===== config.mk =====
export PLATFORM = sky130hd
export DESIGN_NAME = plic_lite
export DESIGN_NICKNAME = d
export VERILOG_FILES = /design/src/rtl/plic_lite.sv
export SDC_FILE = /design/constraint.sdc
export NUM_CORES = 1
export LEC_CHECK = 0
export CAP_MARGIN = 20
export CORE_ASPECT_RATIO = 0.7
export CORE_MARGIN = 2
export CORE_UTILIZATION = 52
export DETAILED_ROUTE_END_ITERATION = 16
export PLACE_DENSITY_LB_ADDON = 0.15
export SLEW_MARGIN = 0
export SYNTH_ARGS = -nofsm -noshare
export SYNTH_HDL_FRONTEND = slang
export SYNTH_SLANG_ARGS = --single-unit
export TNS_END_PERCENT = 1

===== constraint.sdc =====
create_clock -name clk -period 14.1 [get_ports clk]
set_clock_uncertainty 0.1 [all_clocks]
set_input_delay 2.115 -clock clk [delete_from_list [all_inputs] [get_ports clk]]
set_output_delay 2.115 -clock clk [all_outputs]
set_load 0.005 [all_outputs]

===== src/rtl/plic_lite.sv =====
// plic_lite: single-hart, M-mode-only PLIC subset. Level sources pass a
// 2-flop synchronizer and a pending/in-flight gateway. A combinational
// priority arbiter feeds a registered irq_ext, and claim/complete run
// over a flat single-cycle request / next-cycle ack bus.
module plic_lite #(
  parameter int NSRC   = 8,
  parameter int PRIO_W = 3
) (
  input  logic              clk,
  input  logic              rst,
  input  logic [NSRC-1:0]   src,
  input  logic              bus_req,
  input  logic              bus_we,
  input  logic [21:0]       bus_addr,
  input  logic [31:0]       bus_wdata,
  output logic [31:0]       bus_rdata,
  output logic              bus_ack,
  output logic              irq_ext
);

  // Word addresses (byte offset >> 2) of the fixed registers
  localparam logic [19:0] WA_PEND  = 20'h00400;
  localparam logic [19:0] WA_EN    = 20'h00800;
  localparam logic [19:0] WA_THR   = 20'h80000;
  localparam logic [19:0] WA_CLAIM = 20'h80001;

  // Vector bit i holds the state of source ID i+1
  logic [NSRC-1:0]   meta_q, sync_q;
  logic [NSRC-1:0]   pend_q, pend_d;
  logic [NSRC-1:0]   infl_q, infl_d;
  logic [NSRC-1:0]   en_q, en_d;
  logic [PRIO_W-1:0] prio_q [NSRC];
  logic [PRIO_W-1:0] prio_d [NSRC];
  logic [PRIO_W-1:0] thr_q, thr_d;
  logic              irq_q, irq_d;
  logic              ack_q, ack_d;
  logic [31:0]       rdata_q, rdata_d;

  logic [19:0]       waddr;
  logic              in_prio_win;
  logic              rd_acc, wr_acc;
  logic              claim_fire, cmpl_acc;
  logic [4:0]        cmpl_id;
  logic [4:0]        max_id;
  logic [PRIO_W-1:0] max_prio;
  logic [31:0]       rd_word;
  logic              unused_bits;

  assign waddr       = bus_addr[21:2];
  assign in_prio_win = (waddr[19:10] == 10'd0);
  assign rd_acc      = bus_req & ~bus_we;
  assign wr_acc      = bus_req & bus_we;
  // A claim only has side effects when there is something to hand out
  assign claim_fire  = rd_acc && (waddr == WA_CLAIM) && (max_id != 5'd0);
  assign cmpl_acc    = wr_acc && (waddr == WA_CLAIM);
  assign cmpl_id     = bus_wdata[4:0];
  // Byte-lane bits and high write-data bits carry no meaning here
  assign unused_bits = ^{bus_wdata, bus_addr[1:0]};

  // Arbiter: ascending scan with strict compare keeps the lowest ID on ties
  always_comb begin
    max_id   = 5'd0;
    max_prio = '0;
    for (int i = 0; i < NSRC; i++) begin
      if (pend_q[i] && en_q[i] && (prio_q[i] > max_prio)) begin
        max_prio = prio_q[i];
        max_id   = 5'(i + 1);
      end
    end
  end

  // Read mux: unmapped words and ID 0 priority read as zero
  always_comb begin
    rd_word = '0;
    if (in_prio_win) begin
      for (int i = 0; i < NSRC; i++) begin
        if (waddr[9:0] == 10'(i + 1)) rd_word[PRIO_W-1:0] = prio_q[i];
      end
    end else if (waddr == WA_PEND) begin
      rd_word[NSRC:1] = pend_q;
    end else if (waddr == WA_EN) begin
      rd_word[NSRC:1] = en_q;
    end else if (waddr == WA_THR) begin
      rd_word[PRIO_W-1:0] = thr_q;
    end else if (waddr == WA_CLAIM) begin
      rd_word[4:0] = max_id;
    end
  end

  // Next state: register writes, gateway updates, irq and bus response
  always_comb begin
    en_d   = en_q;
    thr_d  = thr_q;
    prio_d = prio_q;
    pend_d = pend_q;
    infl_d = infl_q;
    if (wr_acc) begin
      if (in_prio_win) begin
        for (int i = 0; i < NSRC; i++) begin
          if (waddr[9:0] == 10'(i + 1)) prio_d[i] = bus_wdata[PRIO_W-1:0];
        end
      end
      if (waddr == WA_EN)  en_d  = bus_wdata[NSRC:1];
      if (waddr == WA_THR) thr_d = bus_wdata[PRIO_W-1:0];
    end
    for (int i = 0; i < NSRC; i++) begin
      // Claim beats a same-edge rising source; a completed source re-arms
      // one edge later because the set term looks at the registered inflight
      if (claim_fire && (max_id == 5'(i + 1))) begin
        pend_d[i] = 1'b0;
        infl_d[i] = 1'b1;
      end else if (sync_q[i] && !pend_q[i] && !infl_q[i]) begin
        pend_d[i] = 1'b1;
      end
      if (cmpl_acc && (cmpl_id == 5'(i + 1)) && en_q[i] && infl_q[i]) begin
        infl_d[i] = 1'b0;
      end
    end
    irq_d   = (max_id != 5'd0) && (max_prio > thr_q);
    ack_d   = bus_req;
    rdata_d = rd_acc ? rd_word : 32'd0;
  end

  // State registers; reset also aborts any access awaiting its ack
  always_ff @(posedge clk) begin
    if (rst) begin
      meta_q  <= '0;
      sync_q  <= '0;
      pend_q  <= '0;
      infl_q  <= '0;
      en_q    <= '0;
      thr_q   <= '0;
      irq_q   <= 1'b0;
      ack_q   <= 1'b0;
      rdata_q <= '0;
      for (int i = 0; i < NSRC; i++) prio_q[i] <= '0;
    end else begin
      meta_q  <= src;
      sync_q  <= meta_q;
      pend_q  <= pend_d;
      infl_q  <= infl_d;
      en_q    <= en_d;
      thr_q   <= thr_d;
      irq_q   <= irq_d;
      ack_q   <= ack_d;
      rdata_q <= rdata_d;
      prio_q  <= prio_d;
    end
  end

  assign irq_ext   = irq_q;
  assign bus_ack   = ack_q;
  assign bus_rdata = rdata_q;

endmodule

* Yosys cells after proc, flatten, opt, wreduce, memory -nomap -nowiden
Index checks and enable logic that the tools add are counted.
** Storage, ports and cells
- RAM bits :: 0
- Register bits :: 101
- Memory bits (read-only) :: 0
- Memories kept :: 0
- Bits in latches :: 0
- Input bits :: 66
** Operators by class
- Bitwise gates (word level) :: 4
- Eq/ne operators :: 28
- Div/mod/pow operators :: 0
- Reductions and logical operators :: 114
- Multiply operators :: 0
- Magnitude comparators :: 9
- Mux-type cells :: 33
- Add/subtract/negate cells :: 0
- Shift-type cells :: 0
** Operators by type and width (count)
- 1-bit logical AND :: 68
- 3-bit 2-to-1 mux :: 18
- 10-bit by 3-bit equality test with 1-bit output, second input constant :: 4
- 20-bit equality test, second input constant :: 2
- 5-bit by 3-bit equality test with 1-bit output, second input constant :: 8
- 5-bit 2-to-1 mux :: 8
- 2-bit OR reduction :: 17
- 3-bit greater-than comparator :: 8
- 3-bit AND reduction :: 8
- 10-bit by 2-bit equality test with 1-bit output, second input constant :: 2
- 20-bit by 11-bit equality test with 1-bit output, second input constant :: 1
- 20-bit by 12-bit equality test with 1-bit output, second input constant :: 1
- 5-bit by 2-bit equality test with 1-bit output, second input constant :: 4
- 1-bit zero test :: 16
- 10-bit by 1-bit equality test with 1-bit output, second input constant :: 1
- 10-bit by 4-bit equality test with 1-bit output, second input constant :: 1
- 5-bit by 1-bit equality test with 1-bit output, second input constant :: 2
- 5-bit by 4-bit equality test with 1-bit output, second input constant :: 2
- 10-bit zero test :: 1
- 4-bit 2-to-1 mux :: 2
- 8-bit 2-to-1 mux :: 1
- 5-bit nonzero test :: 1
- 2-bit AND reduction :: 2
- 3-bit by 1-bit greater-than comparator with 1-bit output, second input constant :: 1
- other kinds (5) :: 9

* Longest topological paths before layout
- Word-level depth :: 29
- Depth in mapped cells :: 53
- Depth with buffers taken out :: 50

* Least setup slack after synthesis
No wires, ideal clock.
- Kind :: register -> register
- Start point :: reg en_q[0]
- End point :: reg irq_q (netlist: irq_ext)
- Arrival :: 9.830 ns
- Stages on the path, launching flop included :: 52
- Required time :: 13.879 ns
- Setup slack :: 4.049 ns
- Clock period less this slack :: 10.051 ns
- Cell sequence :: dfxtp_1 -> clkbuf_1 -> nand3_1 -> ha_1 -> nor2b_4 -> o311a_4 -> a21o_1 -> and2_1 -> ha_1 -> a21boi_1 -> a311o_1 -> nand2_2 -> mux2_2 -> ha_1 -> nor2_1 -> a22oi_1 -> mux2i_1 -> o21a_1 -> [16 not listed] -> nand3_1 -> o2111ai_1 -> clkbuf_1 -> mux2_2 -> ha_1 -> nor2b_1 -> o21ai_0 -> nand2b_1 -> and4_1 -> clkbuf_1 -> nor3_1 -> a21oi_1 -> o21ai_1 -> ha_1 -> nor2b_1 -> o21a_1 -> o21ai_0 -> nor2_1
** On the way
- Longest elaborated chain between the ends :: 26
** RTL lines
- start: declaration :: RTL line 31 : logic [NSRC-1:0] en_q, en_d;
- start signal: assignment :: RTL line 142 : en_q <= en_d;
- 1-bit logical AND (*) (2 in a row) :: RTL line 65 : if (pend_q[i] && en_q[i] && (prio_q[i] > max_prio)) begin
- 3-bit 2-to-1 mux :: RTL line 65
- 3-bit greater-than comparator :: RTL line 65
- 1-bit logical AND :: RTL line 65
- 3-bit 2-to-1 mux :: RTL line 65
- 3-bit greater-than comparator :: RTL line 65
- 1-bit logical AND :: RTL line 65
- 3-bit 2-to-1 mux :: RTL line 65
- [9 not listed]
- 3-bit greater-than comparator :: RTL line 65
- 1-bit logical AND :: RTL line 65
- 3-bit 2-to-1 mux :: RTL line 65
- 3-bit greater-than comparator :: RTL line 65
- 1-bit logical AND :: RTL line 65
- 3-bit 2-to-1 mux / 5-bit 2-to-1 mux (equally long branches) :: RTL line 65
- 3-bit greater-than comparator / 5-bit nonzero test (equally long branches) :: RTL line 119 : irq_d = (max_id != 5'd0) && (max_prio > thr_q);
- 1-bit logical AND (*) :: RTL line 119
- end signal: assignment :: RTL line 144 : irq_q <= irq_d;
- end: declaration :: RTL line 35 : logic irq_q, irq_d;
Every way passes the cells marked *; elsewhere a longest branch is shown, timed or not.
A chain may end at the register's enable or synchronous reset.

* Final worst setup path
- Start point :: reg en_q[0]
- End point :: reg pend_q[3]
** On the way
- Longest elaborated chain between the ends :: 28
** RTL lines
- 1-bit logical AND (*) (2 in a row) :: RTL line 65
- 3-bit 2-to-1 mux :: RTL line 65
- 3-bit greater-than comparator :: RTL line 65
- 1-bit logical AND :: RTL line 65
- 3-bit 2-to-1 mux :: RTL line 65
- 3-bit greater-than comparator :: RTL line 65
- 1-bit logical AND :: RTL line 65
- 3-bit 2-to-1 mux :: RTL line 65
- [11 not listed]
- 3-bit 2-to-1 mux :: RTL line 65
- 3-bit greater-than comparator :: RTL line 65
- 1-bit logical AND :: RTL line 65
- 5-bit 2-to-1 mux (*) :: RTL line 65
- 5-bit nonzero test :: RTL line 54 : assign claim_fire = rd_acc && (waddr == WA_CLAIM) && (max_id != 5'd0);
- 1-bit logical AND :: RTL line 54
- 1-bit logical AND (*) :: RTL line 109 : if (claim_fire && (max_id == 5'(i + 1))) begin
- 2-bit OR reduction (no source line) (*)
- end signal: assignment :: RTL line 140 : pend_q <= pend_d;
- end: declaration :: RTL line 29 : logic [NSRC-1:0] pend_q, pend_d;
Marked as above.

==> metrics.yaml <==
final_layout:
  stdcell_count: 727
  diodes: 0
  areaGrowthSynthToFinish_pct: 17.9
  stdcell_area_um2: 5470
  drive_gt1_share_pct: 6.59
  fin_util_pct: 64.0
  area.sequential_um2: 1560
  n_fill_cell: 760
  multi_input_area_um2: 2810
  nets: 685
  mostFrequentLayoutCell: "dfxtp_1"
  final_cell_mix: "dfxtp_1 (78), nor2_1 (73), clkdlybuf4s50_1 (50)"
critical_path:
  crit_path_end_kind: "flip-flop"
  cpMostUsedCell: "ha_1"
  worst-setup-path-type: "reg2reg"
  crit_path_top_delay_cell: "nor4_1"
  cp-start-kind: "flip-flop"
  max_stage_delay_ns: 0.56
  path_max_fanout: 9
  cp.arrival_ns: 11.32
  cp.required_ns: 14.19
placement:
  place.gp.congestion: 0.947
  placed_area_um2: 5150
  dpl.hpwl_mm: 9.70
  dp_slack_ns: 3.04
  place_inst: 711
  port_buffers: 51
global_route:
  grt_pass1_vias: 3862
  grt_pass1_wl_mm: 20.1
  antenna_found_initial: 0
  grt_usage_pct: 26.8
  global_route.overflow_total: 0
  grt_max_degree: 70
yosys:
  yosysSeqAreaShare_pct: 33.6
  synthCells: 561
  synth_top_cell_by_area: "dfxtp_1"
  synthTopCellsByArea: "dfxtp_1 (34%), mux2i_1 (8.2%), nor2_1 (5.9%)"
  synth_edf_count: 0
  ys_seq_elements: 78
  syn_area_per_cell_um2: 8.27
  synth_top_area_share_pct: 33.6
  synthFlopType: "dfxtp_1"
  yosys_warnings: 0
  async_flop_share_pct: 0
  synthesis.area_um2: 4640
  synth_cell_type_count: 68
timing:
  timing.final.crit_period_ns: 11.23
  slew_headroom_pct: 25.8
  rsz0062_at_grt: "false"
  min_period_over_period_pct: 79.7
  slew_viol_final: 0
  fmax_mhz: 89.0
  tightest_slew_ns: 1.11
  report.final.hold_viol_count: 0
  setup_viol: 0
  fin_ws_ns: 2.87
  finalSetupTns_ns: 0
routing:
  wire_per_inst_um: 17.6
  postRouteAntennaNets: 0
  wirelength_mm: 12.8
  num_vias: 4273
  vias_per_cell: 5.88
  drc: 0
  drtIter0Drc: 352
  dr.pass1.iters: 5
cts:
  clock_latency_ns: 0.34
  clock_sinks: 78
  cts-resized-gates: 0
  root_buffer: "clkbuf_16"
  path_clk_slew_ns: 0.06
  cts-htree-levels: 3
  clockBufferDepth: 2
  hold_buffers: 0
  cts_buffers: 9
  tritoncts: "built"
  postCtsSetupBuffers: 0
floorplanning:
  start_util_pct: 54.3
  die_x_um: 117
  core_um2: 8550
  rows: 28
  io_pins: 100
  die_area_um2: 9710
  die_h_um: 83.0
power:
  power.density_nw_per_um2: 92.2
  p_clk_share_pct: 49.7
  internal_power_mw: 0.398
  sw_frac_of_total_pct: 21.2
  p_seq_share_pct: 44.8
  peakVddDrop_mv: 0.0887
  p_leak_nw: 1.93
  p_comb_share_pct: 5.5
  p_switching_mw: 0.107
worst_hold_path:
  hp-class: "reg2reg"
outcome:
  status: "complete, no violations"
run:
  cap_violations: 0
==> routing by layer <==
metal	global-route usage, %	vias to the layer above	wire (µm)
li1	-	2064	-
met1	39.5	1990	6150
met2	37.4	199	5340
met3	8.83	20	1150
met4	6.63	0	186
met5	0	-	0
==> power by group through the flow <==
stage,logic [mW],clock network [mW],registers [mW]
4_1_cts,0.0277,0.253,0.226
5_1_grt,0.0304,0.262,0.226
6_report,0.0279,0.251,0.226
2_1_floorplan,0.0166,0,0.230
3_3_place_gp,0.0272,0,0.231
3_5_place_dp,0.0276,0,0.231
==> synthesized netlist by cell type (all sizes together) (8+ instances only) <==
| library cell | number |
|---|---|
| a21oi | 33 |
| mux2 | 8 |
| nand2 | 33 |
| nand4 | 8 |
| ha | 17 |
| nor2b | 29 |
| inv | 25 |
| o21ai | 17 |
| mux2i | 38 |
| nor3 | 25 |
| o21a | 10 |
| nor2 | 73 |
| dfxtp | 78 |
| clkbuf | 20 |
| a22oi | 9 |
| nand3 | 17 |
| buf | 26 |
==> per-stage QoR <==
stage,hold WS [ns],power [mW]
floorplan,0.314,0.247
global placement,0.316,0.258
detailed placement,0.322,0.259
CTS,0.336,0.507
global route,0.349,0.519
finish,0.334,0.505
==> cell type report <==
cell class	count	share of cell area [%]
Timing Repair Buffer	54	9.65
Clock buffer	11	4.44
Inverter	25	1.72
Multi-Input combinational cell	434	51.4
Tap cell	120	2.74
Sequential cell	78	28.5
Clock inverter	5	1.51
==> state kept, by name (all words and copies together) (netlist names) <==
signal / flops
prio_q: 24
bus_rdata: 9
en_q: 8
infl_q: 8
meta_q: 8
pend_q: 8
sync_q: 8
thr_q: 3
bus_ack: 1
irq_ext: 1
==> worst max-delay path, delay by kind of cell (launching register included) <==
family	cells	cell delay (ns)
simple gates	22	4.22
mux	7	2.40
fa+ha+maj	7	2.07
compound gates	9	1.76
flops	1	0.51
==> worst paths after layout <==
path                    end  slack (ns)  cells past startpoint      start
setup / recovery  pend_q[3]        2.87                     45    en_q[0]
hold / removal    sync_q[6]        0.33                      1  meta_q[6]
setup reg to reg  pend_q[3]        2.87                     45    en_q[0]
hold reg to reg   sync_q[6]        0.33                      1  meta_q[6]
==> cell families after synthesis <==
family                   share of synthesized area, %
other                                          0.0808
multiplexers                                     10.8
XOR/XNOR                                        0.189
flip-flops                                       33.6
buffers and inverters                            7.66
AO/OA/AOI/OAI                                    18.3
AND/OR/NAND/NOR                                  24.8
adder cells (fa/ha/maj)                          4.58
Note: power is estimated with default switching activity, not from simulation.
